==> config.mk <==
export PLATFORM = sky130hd
export DESIGN_NAME = fetch_stage_flat
export DESIGN_NICKNAME = d
export VERILOG_FILES = /design/src/rtl/core_pkg.sv /design/src/rtl/fetch_stage_if.sv /design/src/rtl/if_id_reg.sv /design/src/rtl/fetch_stage.sv /design/src/flat_wrapper.sv
export SDC_FILE = /design/constraint.sdc
export NUM_CORES = 1
export LEC_CHECK = 0
export ABC_AREA = 1
export ABC_CLOCK_PERIOD_IN_PS = 2700
export CAP_MARGIN = 15
export CORE_AREA = 10 10 213 134
export DETAILED_ROUTE_END_ITERATION = 7
export DIE_AREA = 0 0 223 144
export PLACE_DENSITY = 0.79
export SLEW_MARGIN = 10
export SYNTH_ARGS = -nofsm -noshare
export SYNTH_HDL_FRONTEND = slang
export SYNTH_SLANG_ARGS = --single-unit
==> constraint.sdc <==
create_clock -name clk -period 2.7 [get_ports clk]
set_clock_uncertainty 0.2 [all_clocks]
set_input_delay 0.27 -clock clk [delete_from_list [all_inputs] [get_ports clk]]
set_output_delay 0.27 -clock clk [all_outputs]
set_load 0.1 [all_outputs]
==> src/rtl/core_pkg.sv <==
// Shared definitions for the RV64 core front end: widths, reset defaults,
// the bubble encoding and the fetch FSM state type.
package core_pkg;

    localparam int XLEN = 64;
    localparam logic [XLEN-1:0] RESET_PC_DEFAULT = '0;
    localparam logic [31:0] NOP_INSTR = 32'h0000_0013;

    typedef enum logic [1:0] {
        REQ  = 2'd0,
        WAIT = 2'd1,
        HOLD = 2'd2,
        DROP = 2'd3
    } fetch_state_e;

    // Instruction addresses are word aligned; the low two bits are simply cleared.
    function automatic logic [XLEN-1:0] alignPc(input logic [XLEN-1:0] pc);
        return pc & ~{{(XLEN-2){1'b0}}, 2'b11};
    endfunction

endpackage

==> src/rtl/fetch_stage_if.sv <==
// Instruction memory bus: valid/ready request channel plus a valid-only response channel.
interface fetch_stage_if
    import core_pkg::*;
();

    logic            req_valid;
    logic            req_ready;
    logic [XLEN-1:0] addr;
    logic            rsp_valid;
    logic [31:0]     rdata;

    modport master (
        output req_valid,
        output addr,
        input  req_ready,
        input  rsp_valid,
        input  rdata
    );

    modport slave (
        input  req_valid,
        input  addr,
        output req_ready,
        output rsp_valid,
        output rdata
    );

endinterface

==> src/rtl/if_id_reg.sv <==
// Generic pipeline register between two stages with reset, flush (bubble insert),
// load and implicit hold when neither flush nor load is asserted.
module if_id_reg
    import core_pkg::*;
#(
    parameter int          W   = XLEN,
    parameter logic [31:0] NOP = NOP_INSTR
) (
    input  logic         clk,
    input  logic         rst,
    input  logic         load_i,
    input  logic         flush_i,
    input  logic [31:0]  instr_i,
    input  logic [W-1:0] pc_i,
    input  logic [W-1:0] pcPlus4_i,
    output logic [31:0]  instr_o,
    output logic [W-1:0] pc_o,
    output logic [W-1:0] pcPlus4_o,
    output logic         valid_o
);

    logic [31:0]  instr_q;
    logic [W-1:0] pc_q;
    logic [W-1:0] pcPlus4_q;
    logic         valid_q;

    // Flush outranks load so a redirect always wins over an arriving instruction.
    always_ff @(posedge clk) begin
        if (rst) begin
            instr_q   <= NOP;
            pc_q      <= '0;
            pcPlus4_q <= '0;
            valid_q   <= 1'b0;
        end else if (flush_i) begin
            instr_q <= NOP;
            valid_q <= 1'b0;
        end else if (load_i) begin
            instr_q   <= instr_i;
            pc_q      <= pc_i;
            pcPlus4_q <= pcPlus4_i;
            valid_q   <= 1'b1;
        end
    end

    assign instr_o   = instr_q;
    assign pc_o      = pc_q;
    assign pcPlus4_o = pcPlus4_q;
    assign valid_o   = valid_q;

endmodule

==> src/rtl/fetch_stage.sv <==
// RV64 fetch stage: owns the PC, issues one outstanding fetch at a time and
// fills the IF/ID register, absorbing decode stalls and execute redirects.
module fetch_stage
    import core_pkg::*;
#(
    parameter logic [XLEN-1:0] RESET_PC = RESET_PC_DEFAULT
) (
    input  logic             clk,
    input  logic             rst,
    fetch_stage_if.master    imem,
    input  logic             stallD,
    input  logic             redirect_valid,
    input  logic [XLEN-1:0]  redirect_pc,
    output logic [31:0]      instrD,
    output logic [XLEN-1:0]  pcD,
    output logic [XLEN-1:0]  pc_plus4D,
    output logic             validD
);

    fetch_state_e    state_q, state_d;
    logic [XLEN-1:0] pc_q, pc_d;
    logic [31:0]     skid_q, skid_d;
    logic            ifIdLoad;
    logic            ifIdFlush;
    logic [XLEN-1:0] pcPlus4;
    logic [31:0]     ifIdInstr;

    assign pcPlus4        = pc_q + XLEN'(4);
    assign ifIdInstr      = (state_q == HOLD) ? skid_q : imem.rdata;
    assign imem.req_valid = (state_q == REQ) && !rst;
    assign imem.addr      = pc_q;

    always_comb begin
        state_d   = state_q;
        pc_d      = pc_q;
        skid_d    = skid_q;
        ifIdLoad  = 1'b0;
        ifIdFlush = 1'b0;

        case (state_q)
            REQ: begin
                if (imem.req_ready) state_d = WAIT;
            end
            WAIT: begin
                if (imem.rsp_valid) begin
                    if (stallD) begin
                        skid_d  = imem.rdata;
                        state_d = HOLD;
                    end else begin
                        ifIdLoad = 1'b1;
                        pc_d     = pcPlus4;
                        state_d  = REQ;
                    end
                end
            end
            HOLD: begin
                if (!stallD) begin
                    ifIdLoad = 1'b1;
                    pc_d     = pcPlus4;
                    state_d  = REQ;
                end
            end
            DROP: begin
                if (imem.rsp_valid) state_d = REQ;
            end
            default: state_d = REQ;
        endcase

        // A redirect kills whatever is in flight; a request the memory has taken
        // but not yet answered must have its response swallowed in DROP.
        if (redirect_valid) begin
            ifIdLoad  = 1'b0;
            ifIdFlush = 1'b1;
            skid_d    = '0;
            pc_d      = alignPc(redirect_pc);
            case (state_q)
                REQ:     state_d = imem.req_ready ? DROP : REQ;
                WAIT:    state_d = imem.rsp_valid ? REQ : DROP;
                DROP:    state_d = imem.rsp_valid ? REQ : DROP;
                default: state_d = REQ;
            endcase
        end
    end

    always_ff @(posedge clk) begin
        if (rst) begin
            state_q <= REQ;
            pc_q    <= RESET_PC;
            skid_q  <= '0;
        end else begin
            state_q <= state_d;
            pc_q    <= pc_d;
            skid_q  <= skid_d;
        end
    end

    if_id_reg #(
        .W   (XLEN),
        .NOP (NOP_INSTR)
    ) u_if_id_reg (
        .clk       (clk),
        .rst       (rst),
        .load_i    (ifIdLoad),
        .flush_i   (ifIdFlush),
        .instr_i   (ifIdInstr),
        .pc_i      (pc_q),
        .pcPlus4_i (pcPlus4),
        .instr_o   (instrD),
        .pc_o      (pcD),
        .pcPlus4_o (pc_plus4D),
        .valid_o   (validD)
    );

endmodule

==> src/flat_wrapper.sv <==
// flat-port wrapper written by rule: the top's interface ports become plain ports
module fetch_stage_flat import core_pkg::*;
#(
    parameter logic [XLEN-1:0] RESET_PC = RESET_PC_DEFAULT
)
  (clk, rst, stallD, redirect_valid, redirect_pc, instrD, pcD, pc_plus4D, validD, imem_req_valid, imem_addr, imem_req_ready, imem_rsp_valid, imem_rdata);
  fetch_stage_if imem_i ();
  input  logic clk;
  input  logic rst;
  input  logic stallD;
  input  logic redirect_valid;
  input  logic [XLEN-1:0] redirect_pc;
  output logic [31:0] instrD;
  output logic [XLEN-1:0] pcD;
  output logic [XLEN-1:0] pc_plus4D;
  output logic validD;
  output wire logic [$bits(imem_i.req_valid)-1:0] imem_req_valid;
  output wire logic [$bits(imem_i.addr)-1:0] imem_addr;
  input wire logic [$bits(imem_i.req_ready)-1:0] imem_req_ready;
  input wire logic [$bits(imem_i.rsp_valid)-1:0] imem_rsp_valid;
  input wire logic [$bits(imem_i.rdata)-1:0] imem_rdata;
  assign imem_req_valid = imem_i.req_valid;
  assign imem_addr = imem_i.addr;
  assign imem_i.req_ready = imem_req_ready;
  assign imem_i.rsp_valid = imem_rsp_valid;
  assign imem_i.rdata = imem_rdata;
  fetch_stage #(.RESET_PC(RESET_PC)) u_core (.clk(clk), .rst(rst), .imem(imem_i), .stallD(stallD), .redirect_valid(redirect_valid), .redirect_pc(redirect_pc), .instrD(instrD), .pcD(pcD), .pc_plus4D(pc_plus4D), .validD(validD));
endmodule
## Word level (Yosys, flattened, before mapping)

Cells that the tools add are included.
Widths: inputs -> output; s select.

- Flip-flop bits (word level): 259
- Input port bits: 102
- Output and inout port bits: 226
- Word-level logic and storage cells: 51

- Add/subtract/negate cells: 1
- Equality and inequality tests: 8
- Multiplexer cells: 20
- Bitwise gates (word level): 1
- Reduce and logical (&&, ||, !) cells: 13

Operator list:

| kind | number |
|---|---|
| $mux 64 | 3 |
| $pmux 64 s2 | 1 |
| $add 64x3->64 const B | 1 |
| $mux 32 | 1 |
| $mux 2 | 8 |
| $ne 3x3->1 const B | 4 |
| $pmux 2 s4 | 1 |
| $reduce_and 2->1 | 3 |
| $reduce_or 2->1 | 3 |
| $eq 2x2->1 const B | 2 |
| $mux 1 | 4 |
| $pmux 2 s2 | 1 |
| $reduce_and 4->1 | 1 |
| $reduce_and 3->1 | 1 |
| $reduce_bool 3->1 | 1 |
| $eq 2x1->1 const B | 1 |
| $logic_not 2->1 | 1 |
| $ne 2x2->1 const B | 1 |
| $pmux 1 s2 | 1 |
| $reduce_bool 2->1 | 1 |
| $logic_and 1x1->1 | 1 |
| $logic_not 1->1 | 1 |
| $not 1->1 | 1 |

## Depth between registers and ports, before layout

- Depth after elaboration: 5
- Mapped depth: 14
- Gate-level depth less buffers: 12

## By module

A second synthesis with hierarchy kept.

- Cells, all modules: 2004
- Area total of the unflattened synthesis: 12876.1 sq um

By module, submodules not included:

| module | instances | cells each | area each (sq um) | sequential area each (sq um) |
|---|---|---|---|---|
| if_id_reg | 1 | 971 | 6561.3 | 3223.1 |
| fetch_stage | 1 | 1033 | 6314.8 | 1921.8 |

## Worst setup path after synthesis

No wires, ideal clock.

- Kind: register to register
- Start point: register u_core.pc_q[3] (netlist: u_core.imem.addr[3])
- End point: register u_core.u_if_id_reg.pcPlus4_q[32] (netlist: u_core.u_if_id_reg.pcPlus4_o[32])
- Library setup time: 0.116 ns
- Data arrival time: 2.271 ns
- Setup slack: 0.113 ns
- Cell stages (with the launch flop): 10
- Buffers on the path: 0
- Clock period less this slack: 2.587 ns
- Cell sequence: dfxtp_1 -> ha_1 -> inv_1 -> nor2_4 -> nand2_2 -> nor2_4 -> nand2_1 -> xnor2_1 -> o21ai_0 -> inv_1

- Longest elaborated chain between the ends: 1

Ends and longest elaborated chain:

| element | line | RTL |
|---|---|---|
| start, declared | fetch_stage.sv:21 | `logic [XLEN-1:0] pc_q, pc_d;` |
| start signal, assigned | fetch_stage.sv:92 | `pc_q <= pc_d;` |
| $add 64x3->64 | fetch_stage.sv:28 | `assign pcPlus4 = pc_q + XLEN'(4);` |
| end signal, assigned | if_id_reg.sv:40 | `pcPlus4_q <= pcPlus4_i;` |
| end, declared | if_id_reg.sv:24 | `logic [W-1:0] pcPlus4_q;` |

No other way between the ends.
A chain may end at the register's enable or synchronous reset.

## Worst setup path in the final report

- Start point: register u_core.pc_q[3] (netlist: u_core.imem.addr[3])
- End point: register u_core.pc_q[20] (netlist: u_core.imem.addr[20])

- Longest elaborated chain between the ends: 5

Ends and longest elaborated chain:

| element | line | RTL |
|---|---|---|
| $add 64x3->64 * | fetch_stage.sv:28 |  |
| $mux 64 * | fetch_stage.sv:46, fetch_stage.sv:57 |  |
| $mux 64 | fetch_stage.sv:45 | `if (imem.rsp_valid) begin` |
| $pmux 64 s2 * | fetch_stage.sv:40 | `case (state_q)` |
| $mux 64 * | fetch_stage.sv:71 | `if (redirect_valid) begin` |

Every way passes the cells marked *; elsewhere a longest branch is shown, timed or not. The select of a mux whose other input is x is not followed.

==> metrics.txt <==
# rows 45; fmax 411 MHz; number of placed I/O pins 328; post-layout net count 2,092; Worst Path Arrival 2710 ps; gr ovfl total 0; Critical Path RT 2970 ps; combinational share of power 28.8%; initial antenna violation count 0; share of cells above drive strength 1 16.7%; Synth async-reset ratio 0%; Iteration-0 DRC Markers 1,262; TritonCTS clock tree built; RSZ-0062 raised after global routing false; final wirelength 45,500 µm; MaxCap Viol Count 0; Post-CTS Setup Bufs 0; Final Slew Violations 0; final setup fails 0; period utilization 90.2%; drt drc 0; Worst Hold Class input port to flip-flop; Vert. Die Dim 144 µm; total power per unit cell area 703 nW/µm²; yosys warns 0; CTS Root Cell clkbuf_16; cell count after synthesis 1,709; top post-synthesis cells by count nor2_1, nand2_1, dfxtp_1, o21ai_0, a21oi_1; die span in x 223 µm; placed inst area 14,600 µm²; CORE AREA 24,800 µm²; proportion of synthesized chip area in sequential cells 43.3%; Final ANT Viol Nets 0; Vias 12,600; post-synth top area share 43.3%; endpoints failing hold 0; syn_area_per_cell 6.84 µm²; Max Buffers Root-to-Sink 3; critical path class flip-flop to flip-flop; Worst Setup End Kind flip-flop; vias in the first global route 11,600; hold_buf cts 0; EDFF count, synth 0; cell accounting for the most synthesized area dfxtp_1; count leader, synth nor2_1; Cell Area, Synth 11,700 µm²; CP Max Fanout 6; GRT Util Overall 26.8%; Max VDD drop 0.476 mV; Internal Power 0.00667 W; prevailing post-synth register cell dfxtp_1; post_cts resized 0; vias per cell 5.39; die area 32,100 µm²; Total Power 0.0109 W; clock network fraction of total power 32.4%; antenna cells 0; GP Congestion 1.00; non-filler cells, final 2,331; Layout area overhead 32.0%; Sw Ratio 38.6%; Yosys reg bits 253; NetSw 0.00419 W; largest net degree at the start of global routing 66; starting density of the core 47.1%; Seq pwr share 38.9%; IO buf count 319; CTS Sinks 253; Setup TNS Final 0 ps; Worst-Margin Slew 829 ps; clock latency on the worst-skew pair 550 ps; DP HPWL 33,900 µm; number of detailed-route iterations in the first pass 5; minimum clock period 2440 ps; H-tree depth 1; first-pass GRT wire length 68,500 µm; startpoint type of the worst setup path flip-flop; Placed Cells 2,287; WHS 73.0 ps; r2r setup slk 260 ps; dominant cells by area after synthesis dfxtp_1, nor2_1, nand2_1, o21ai_0, a21oi_1; CTS Buf Count 24; Finished Cell Area 15,400 µm²; clk slew on worst S/H paths 70 ps; Rel. slew slack 44.7%; synth unique cells 35; status finished clean; leakage 6.78 nW; WL per Instance 19.5 µm
## flip-flops by register name, summed over array words and instances (netlist names)
name	cells
u_core.state_q	2
u_core.imem.addr	62
u_core.u_if_id_reg.pc_o	62
u_core.u_if_id_reg.valid_o	1
u_core.u_if_id_reg.instr_o	32
u_core.u_if_id_reg.pcPlus4_o	62
u_core.skid_q	32
## per-layer routing
layer | vias to the layer above | track usage [%] | wire [µm]
met4 | 0 | 5.38 | 852
met2 | 578 | 39.6 | 19200
met1 | 5862 | 38.0 | 21000
met3 | 53 | 7.46 | 4530
met5 | - | 0 | 0
li1 | 6066 | - | -
## worst max-delay path, cell delays in order (launching register included)
cell	delay, ps
dfxtp_1	420
ha_1	220
inv_1	80
nor2_4	180
nand3_1	190
nor2_1	490
xor2_1	350
nand2_1	100
a21oi_1	150
## logic make-up (layout without fill, tap and decap cells)
kind of cell	after synthesis	count (layout)	share of synthesized area [%]
AND/OR/NAND/NOR	728	728	25.0
AO/OA/AOI/OAI	464	464	20.7
flip-flops	253	253	43.3
buffers and inverters	226	514	8.04
XOR/XNOR	31	31	2.32
adder cells (fa/ha/maj)	6	6	0.642
other	1	6	0.0321
## layout by cell type (no fill, tap or decap), drive strengths merged, types with 8 or more instances in the layout
cell / instances
a21oi: 164
clkdlybuf4s50: 97
nor2: 363
nand2: 333
nand3: 21
clkbuf: 32
a31oi: 25
nand4: 9
a311oi: 8
buf: 254
inv: 117
xor2: 9
clkinv: 12
o21ai: 257
xnor2: 22
dfxtp: 253
## power by group through the flow
stage | sequential (W) | combinational [W] | clock [W]
after floorplan | 0.00567 | 0.000847 | 0
after global placement | 0.00428 | 0.00308 | 0
after detailed placement | 0.00429 | 0.00311 | 0
after CTS | 0.00421 | 0.00312 | 0.00354
after global routing | 0.00425 | 0.00329 | 0.00368
final | 0.00422 | 0.00312 | 0.00351
## layout make-up
cell class	count	area (µm²)
sequential	253	5060
clock buffer	32	692
clock inverter	12	114
fill	2265	9390
timing repair buffer	351	2970
tap	329	412
multi-input combinational	1235	5730
inverter	119	455
## final timing paths
kind                                     startpoint                        endpoint  cells after the start
worst max register to register  u_core.imem.addr[3]            u_core.imem.addr[20]                      8
worst min-delay path                            rst      u_core.u_if_id_reg.pc_o[2]                      3
worst max-delay path            u_core.imem.addr[3]            u_core.imem.addr[20]                      8
worst min register to register    u_core.skid_q[12]  u_core.u_if_id_reg.instr_o[12]                      2
## through the flow
step	setup slack (ps)	util, %
2_1_floorplan	113	-
3_3_place_gp	418	59.0
3_5_place_dp	330	59.0
4_1_cts	298	62.2
5_1_grt	86.9	62.2
6_report	265	62.2
Note: power is estimated with default switching activity, not from simulation.
